--- src/rtl/data_memory_arbiter.sv ---
// Purpose : shares the single data memory port between the CPU (requester 0)
//           and the auxiliary port streamer (requester 1). The CPU has fixed
//           priority, bounded by a starvation counter that forces an aux grant.
// Latency : grant is combinational (0 cycles); read data returns 1 cycle after
//           the grant, tagged by a registered per-requester rvalid.
// Backpressure: a requester holds req/we/addr/wdata stable until it sees its
//           gnt; a losing requester simply waits, and nothing is dropped.
//
// Ports:
//   clk, rst                 clock, synchronous active-high reset
//   cpu_req/we/addr/wdata    CPU access request fields
//   cpu_gnt                  CPU access issued this cycle (combinational)
//   cpu_rvalid, cpu_rdata    CPU read return (rvalid registered)
//   aux_req/we/addr/wdata    aux streamer access request fields
//   aux_gnt                  aux access issued this cycle (combinational)
//   aux_rvalid, aux_rdata    aux read return (rvalid registered)
//   mem_read_en, mem_wr_en   data memory strobes
//   mem_addr, mem_wdata      data memory address / write data
//   mem_rdata                data memory read data, valid 1 cycle after read_en
//   owner                    registered last winner: 00 none, 01 CPU, 10 aux
module data_memory_arbiter #(
  parameter int ADDR_W       = 10,
  parameter int DATA_W       = 8,
  parameter int STARVE_LIMIT = 4
) (
  input  logic              clk,
  input  logic              rst,
  input  logic              cpu_req,
  input  logic              cpu_we,
  input  logic [ADDR_W-1:0] cpu_addr,
  input  logic [DATA_W-1:0] cpu_wdata,
  output logic              cpu_gnt,
  output logic              cpu_rvalid,
  output logic [DATA_W-1:0] cpu_rdata,
  input  logic              aux_req,
  input  logic              aux_we,
  input  logic [ADDR_W-1:0] aux_addr,
  input  logic [DATA_W-1:0] aux_wdata,
  output logic              aux_gnt,
  output logic              aux_rvalid,
  output logic [DATA_W-1:0] aux_rdata,
  output logic              mem_read_en,
  output logic              mem_wr_en,
  output logic [ADDR_W-1:0] mem_addr,
  output logic [DATA_W-1:0] mem_wdata,
  input  logic [DATA_W-1:0] mem_rdata,
  output logic [1:0]        owner
);

  localparam logic [2:0] LIMIT    = 3'(STARVE_LIMIT);
  localparam logic [1:0] OWN_NONE = 2'b00;
  localparam logic [1:0] OWN_CPU  = 2'b01;
  localparam logic [1:0] OWN_AUX  = 2'b10;

  // Consecutive CPU wins while aux was waiting; saturates at LIMIT.
  logic [2:0] starve_cnt;
  logic       cpu_win;
  logic       aux_win;

  // Grant decision. Reset suppresses every grant so requests are ignored.
  always_comb begin
    cpu_win = 1'b0;
    aux_win = 1'b0;
    if (!rst) begin
      if (aux_req && (starve_cnt == LIMIT)) begin
        aux_win = 1'b1;
      end else if (cpu_req) begin
        cpu_win = 1'b1;
      end else if (aux_req) begin
        aux_win = 1'b1;
      end
    end
  end

  assign cpu_gnt = cpu_win;
  assign aux_gnt = aux_win;

  // Memory port mux; idle port drives all zeros.
  always_comb begin
    mem_read_en = 1'b0;
    mem_wr_en   = 1'b0;
    mem_addr    = '0;
    mem_wdata   = '0;
    if (cpu_win) begin
      mem_read_en = ~cpu_we;
      mem_wr_en   = cpu_we;
      mem_addr    = cpu_addr;
      mem_wdata   = cpu_wdata;
    end else if (aux_win) begin
      mem_read_en = ~aux_we;
      mem_wr_en   = aux_we;
      mem_addr    = aux_addr;
      mem_wdata   = aux_wdata;
    end
  end

  always_ff @(posedge clk) begin
    if (rst) begin
      starve_cnt <= 3'd0;
      cpu_rvalid <= 1'b0;
      aux_rvalid <= 1'b0;
      owner      <= OWN_NONE;
    end else begin
      // Counter only runs while aux is actually waiting behind the CPU.
      if (!aux_req || aux_win) begin
        starve_cnt <= 3'd0;
      end else if (cpu_win && (starve_cnt != LIMIT)) begin
        starve_cnt <= starve_cnt + 3'd1;
      end

      cpu_rvalid <= cpu_win & ~cpu_we;
      aux_rvalid <= aux_win & ~aux_we;

      if (cpu_win) begin
        owner <= OWN_CPU;
      end else if (aux_win) begin
        owner <= OWN_AUX;
      end else begin
        owner <= OWN_NONE;
      end
    end
  end

  // Memory data is broadcast; the rvalids say whose it is.
  assign cpu_rdata = mem_rdata;
  assign aux_rdata = mem_rdata;

endmodule

--- config.mk ---
export PLATFORM = sky130hd
export DESIGN_NAME = data_memory_arbiter
export DESIGN_NICKNAME = d
export VERILOG_FILES = /design/src/rtl/data_memory_arbiter.sv
export SDC_FILE = /design/constraint.sdc
export NUM_CORES = 1
export LEC_CHECK = 0
export CORE_ASPECT_RATIO = 0.75
export CORE_UTILIZATION = 23
export DETAILED_ROUTE_END_ITERATION = 8
export MAX_ROUTING_LAYER = met4
export PLACE_DENSITY = 0.8
export RECOVER_POWER = 50
export SLEW_MARGIN = 20
export SYNTH_ARGS = -nofsm -noshare
export SYNTH_HDL_FRONTEND = slang
export SYNTH_SLANG_ARGS = --single-unit
--- constraint.sdc ---
create_clock -name clk -period 1.96 [get_ports clk]
set_clock_uncertainty 0.1 [all_clocks]
set_input_delay 0.294 -clock clk [delete_from_list [all_inputs] [get_ports clk]]
set_output_delay 0.294 -clock clk [all_outputs]
set_load 0.02 [all_outputs]
==> flow_metrics.py <==
metrics = {
    "outcome": {
        "status": "complete, no violations",
    },
    "drt": {
        "detail_route.vias_per_cell": 4.63,
        "avgRoutedWirePerCell_um": 15.8,
        "ant_nets": 0,
        "routedLengthMet1_um": 990,
        "dr.first_iter.drc_count": 18,
        "dr_wl_met3_um": 143,
        "vias": 787,
        "drc_errors": 0,
        "top_layer_used": "met4",
        "dr_wl_met2_um": 1480,
        "dr.pass1.iters": 4,
        "drt-total-wl_um": 2690,
    },
    "timing": {
        "fin_crit_sh": 0.993,
        "rsz0062_at_grt": "true",
        "layout_min_cycle_time_ns": 1.95,
        "finalSetupViolations": 0,
        "fmax_ghz": 0.514,
        "finalHoldViolCount": 0,
        "worst_slew_pin_slew_ns": 0.236,
        "drv_slew": 0,
        "relSlewSlack": 0.843,
        "timing.setup.tns_ns": 0,
    },
    "synthesis": {
        "synth_nets": 121,
        "ys_types": 20,
        "synth_common_cells": "a22o_1 (20), buf_4 (16), dfxtp_1 (7)",
        "synth_top_area_frac": 0.277,
        "seq_area_frac_synth": 0.222,
        "synth.area.top_cells": "a22o_1 (28%), dfxtp_1 (22%), buf_4 (19%)",
        "ys.flop_type": "dfxtp_1",
        "yosysWarnings": 0,
        "synth_edf_count": 0,
        "post-synth-top-count-cell": "a22o_1",
        "syn_inst": 69,
        "synth_top_cell_by_area": "a22o_1",
        "async_flop_share": 0,
        "syn_area_per_cell_sq_um": 9.16,
        "ys_ff_latch": 7,
        "syn_area_sq_um": 632,
    },
    "worst_setup_path": {
        "path_class": "flip-flop to output pin",
        "end_kind": "output pin",
        "crit_buf_inv": 4,
        "cp-start-kind": "flip-flop",
        "critPathMostFrequentCell": "buf_6",
        "cp.arrival_ns": 1.55,
        "cp_slowest_stage_delay_ns": 0.32,
        "crit_slowest_cell": "dfxtp_2",
        "path_cells": "inv_2 > ha_4 > nand2_4 > a21oi_4 > buf_6 > buf_12 > a22o_1 > buf_6",
        "critPathTopFamily": "buffers and inverters",
        "crit_fanout": 6,
        "required_ns": 1.57,
    },
    "die": {
        "dieArea_sq_mm": 0.00296,
        "die_h_um": 47.4,
        "std_cell_rows": 16,
        "ios": 92,
        "start_util": 0.243,
        "die_w_um": 62.5,
        "core_sq_mm": 0.00260,
    },
    "flow_run": {
        "drv_cap": 0,
    },
    "power_and_ir_drop": {
        "p_sw_mw": 0.166,
        "p_per_area_mw_per_mm2": 401,
        "clkPwrFrac": 0.251,
        "p_leak_nw": 0.607,
        "netSwitchingFraction": 0.305,
        "peakVddDrop_mv": 0.203,
        "combPwrFrac": 0.476,
        "power.internal_mw": 0.379,
        "seqPwrFrac": 0.273,
    },
    "clocking": {
        "cts_hold_buffers": 0,
        "h-tree-depth": 1,
        "cts_tree": "built",
        "clk_pin_slew_worst_paths_ns": 0.06,
        "clockBufferDepth": 2,
        "cts-buffers-inserted": 3,
        "clock_latency_ns": 0.25,
        "cts_root_buffer": "clkbuf_4",
        "cts_sinks": 7,
    },
    "global_route": {
        "grt_pass1_vias": 801,
        "grt_max_degree": 12,
        "grt_pass1_wl_um": 3620,
        "overflow": 0,
        "antenna_found_initial": 0,
        "grt_use_total": 0.169,
    },
    "placed_design": {
        "place.gp.congestion": 0.713,
        "dp_cells": 159,
        "numPortBuffers": 67,
        "dp_hpwl_um": 1820,
    },
    "layout": {
        "final_cell_count_no_fill": 170,
        "drive_gt1_frac": 0.373,
        "n_antenna_cell": 0,
        "nNetsFinal": 187,
        "area_growth_pct": 115,
        "finish.utilization": 0.523,
    },
    "worst_hold_path": {
        "hp-class": "input port to flip-flop",
    },
}
-- final timing paths --
kind,from,end,slack [ns],cells after the start
worst max-delay path,starve_cnt[1],mem_addr[3],0.01,8
worst min-delay path,rst,owner[1],0.41,3
worst min register to register,starve_cnt[0],starve_cnt[0],0.41,2
worst max register to register,starve_cnt[1],aux_rvalid,0.74,6
-- cell families (layout without fill, tap and decap cells) --
| kind of cell | Yosys count | after routing | share of synthesized area |
|---|---|---|---|
| compound gates | 22 | 22 | 0.299 |
| fa+ha+maj | 2 | 2 | 0.0396 |
| buf+inv | 24 | 86 | 0.285 |
| flops | 7 | 7 | 0.222 |
| mux | 1 | 1 | 0.0158 |
| simple gates | 13 | 16 | 0.139 |
-- worst reg2reg max path: stages (launching register included) --
cell     delay (ns)
dfxtp_2        0.32
inv_2          0.06
ha_4           0.16
nand2_4        0.06
a21oi_4        0.16
buf_6          0.17
and2_1         0.13
-- area by class of cell --
class | instances | area, sq um
fillers | 238 | 1240
clock inverters | 1 | 5.00
inverters | 4 | 15.0
well taps | 36 | 45.0
repair buffers | 78 | 759
clock buffers | 3 | 22.5
flip-flops and latches | 7 | 143
multi-input cells | 41 | 370
-- per-stage QoR --
stage	total power, mW	hold WS (ns)	area, sq um	setup slack, ns
finish	0.545	0.405	1360	0.0137
global route	0.567	0.411	1360	-0.0359
CTS	0.541	0.385	1370	0.0105
detailed placement	0.394	0.419	1250	-0.480
global placement	0.389	0.400	1250	-0.441
floorplan	0.291	0.286	632	0.294
-- power by group through the flow --
stage | Clock, mW | Sequential, mW | Combinational, mW
final | 0.137 | 0.149 | 0.259
after CTS | 0.136 | 0.149 | 0.256
after floorplan | 0 | 0.155 | 0.135
after global routing | 0.146 | 0.149 | 0.272
after detailed placement | 0 | 0.151 | 0.243
after global placement | 0 | 0.151 | 0.238
-- metal layers --
layer  GRT usage  vias up
met5           -        -
met4      0.0698        0
met3      0.0583       12
met2       0.320       39
met1       0.165      366
li1            -      370
-- cells in the final DEF, fill, tap and decap left out --
cell / n
a21oi_1: 1
ha_1: 1
dlygate4sd2_1: 4
buf_6: 12
ha_4: 1
nand2_4: 1
nor3b_1: 1
and2_4: 4
and2b_4: 1
nor2_1: 2
nand2_1: 1
clkdlybuf4s15_2: 1
nand3_2: 1
buf_16: 1
and2_1: 2
inv_2: 2
buf_12: 1
inv_1: 2
and4_1: 1
clkbuf_4: 3
clkinv_2: 1
buf_2: 7
dfxtp_1: 5
buf_4: 10
nand2b_4: 1
dfxtp_2: 2
and3_1: 1
a22o_1: 20
a21oi_4: 1
clkdlybuf4s50_1: 42
mux2i_1: 1
-- state kept, by name (all words and copies together) (netlist names) --
register / flops
starve_cnt: 3
owner: 2
aux_rvalid: 1
cpu_rvalid: 1
-- what timing repair did --
| action | in CTS | in global routing |
|---|---|---|
| buffers inserted | 3 | 0 |
| endpoints found under the setup margin | 22 | 20 |
| resized for setup | 120 | 6 |
| cloned | 4 | 1 |
| pin swaps | 6 | 3 |
No activity file was read; power rests on OpenSTA's default activity.
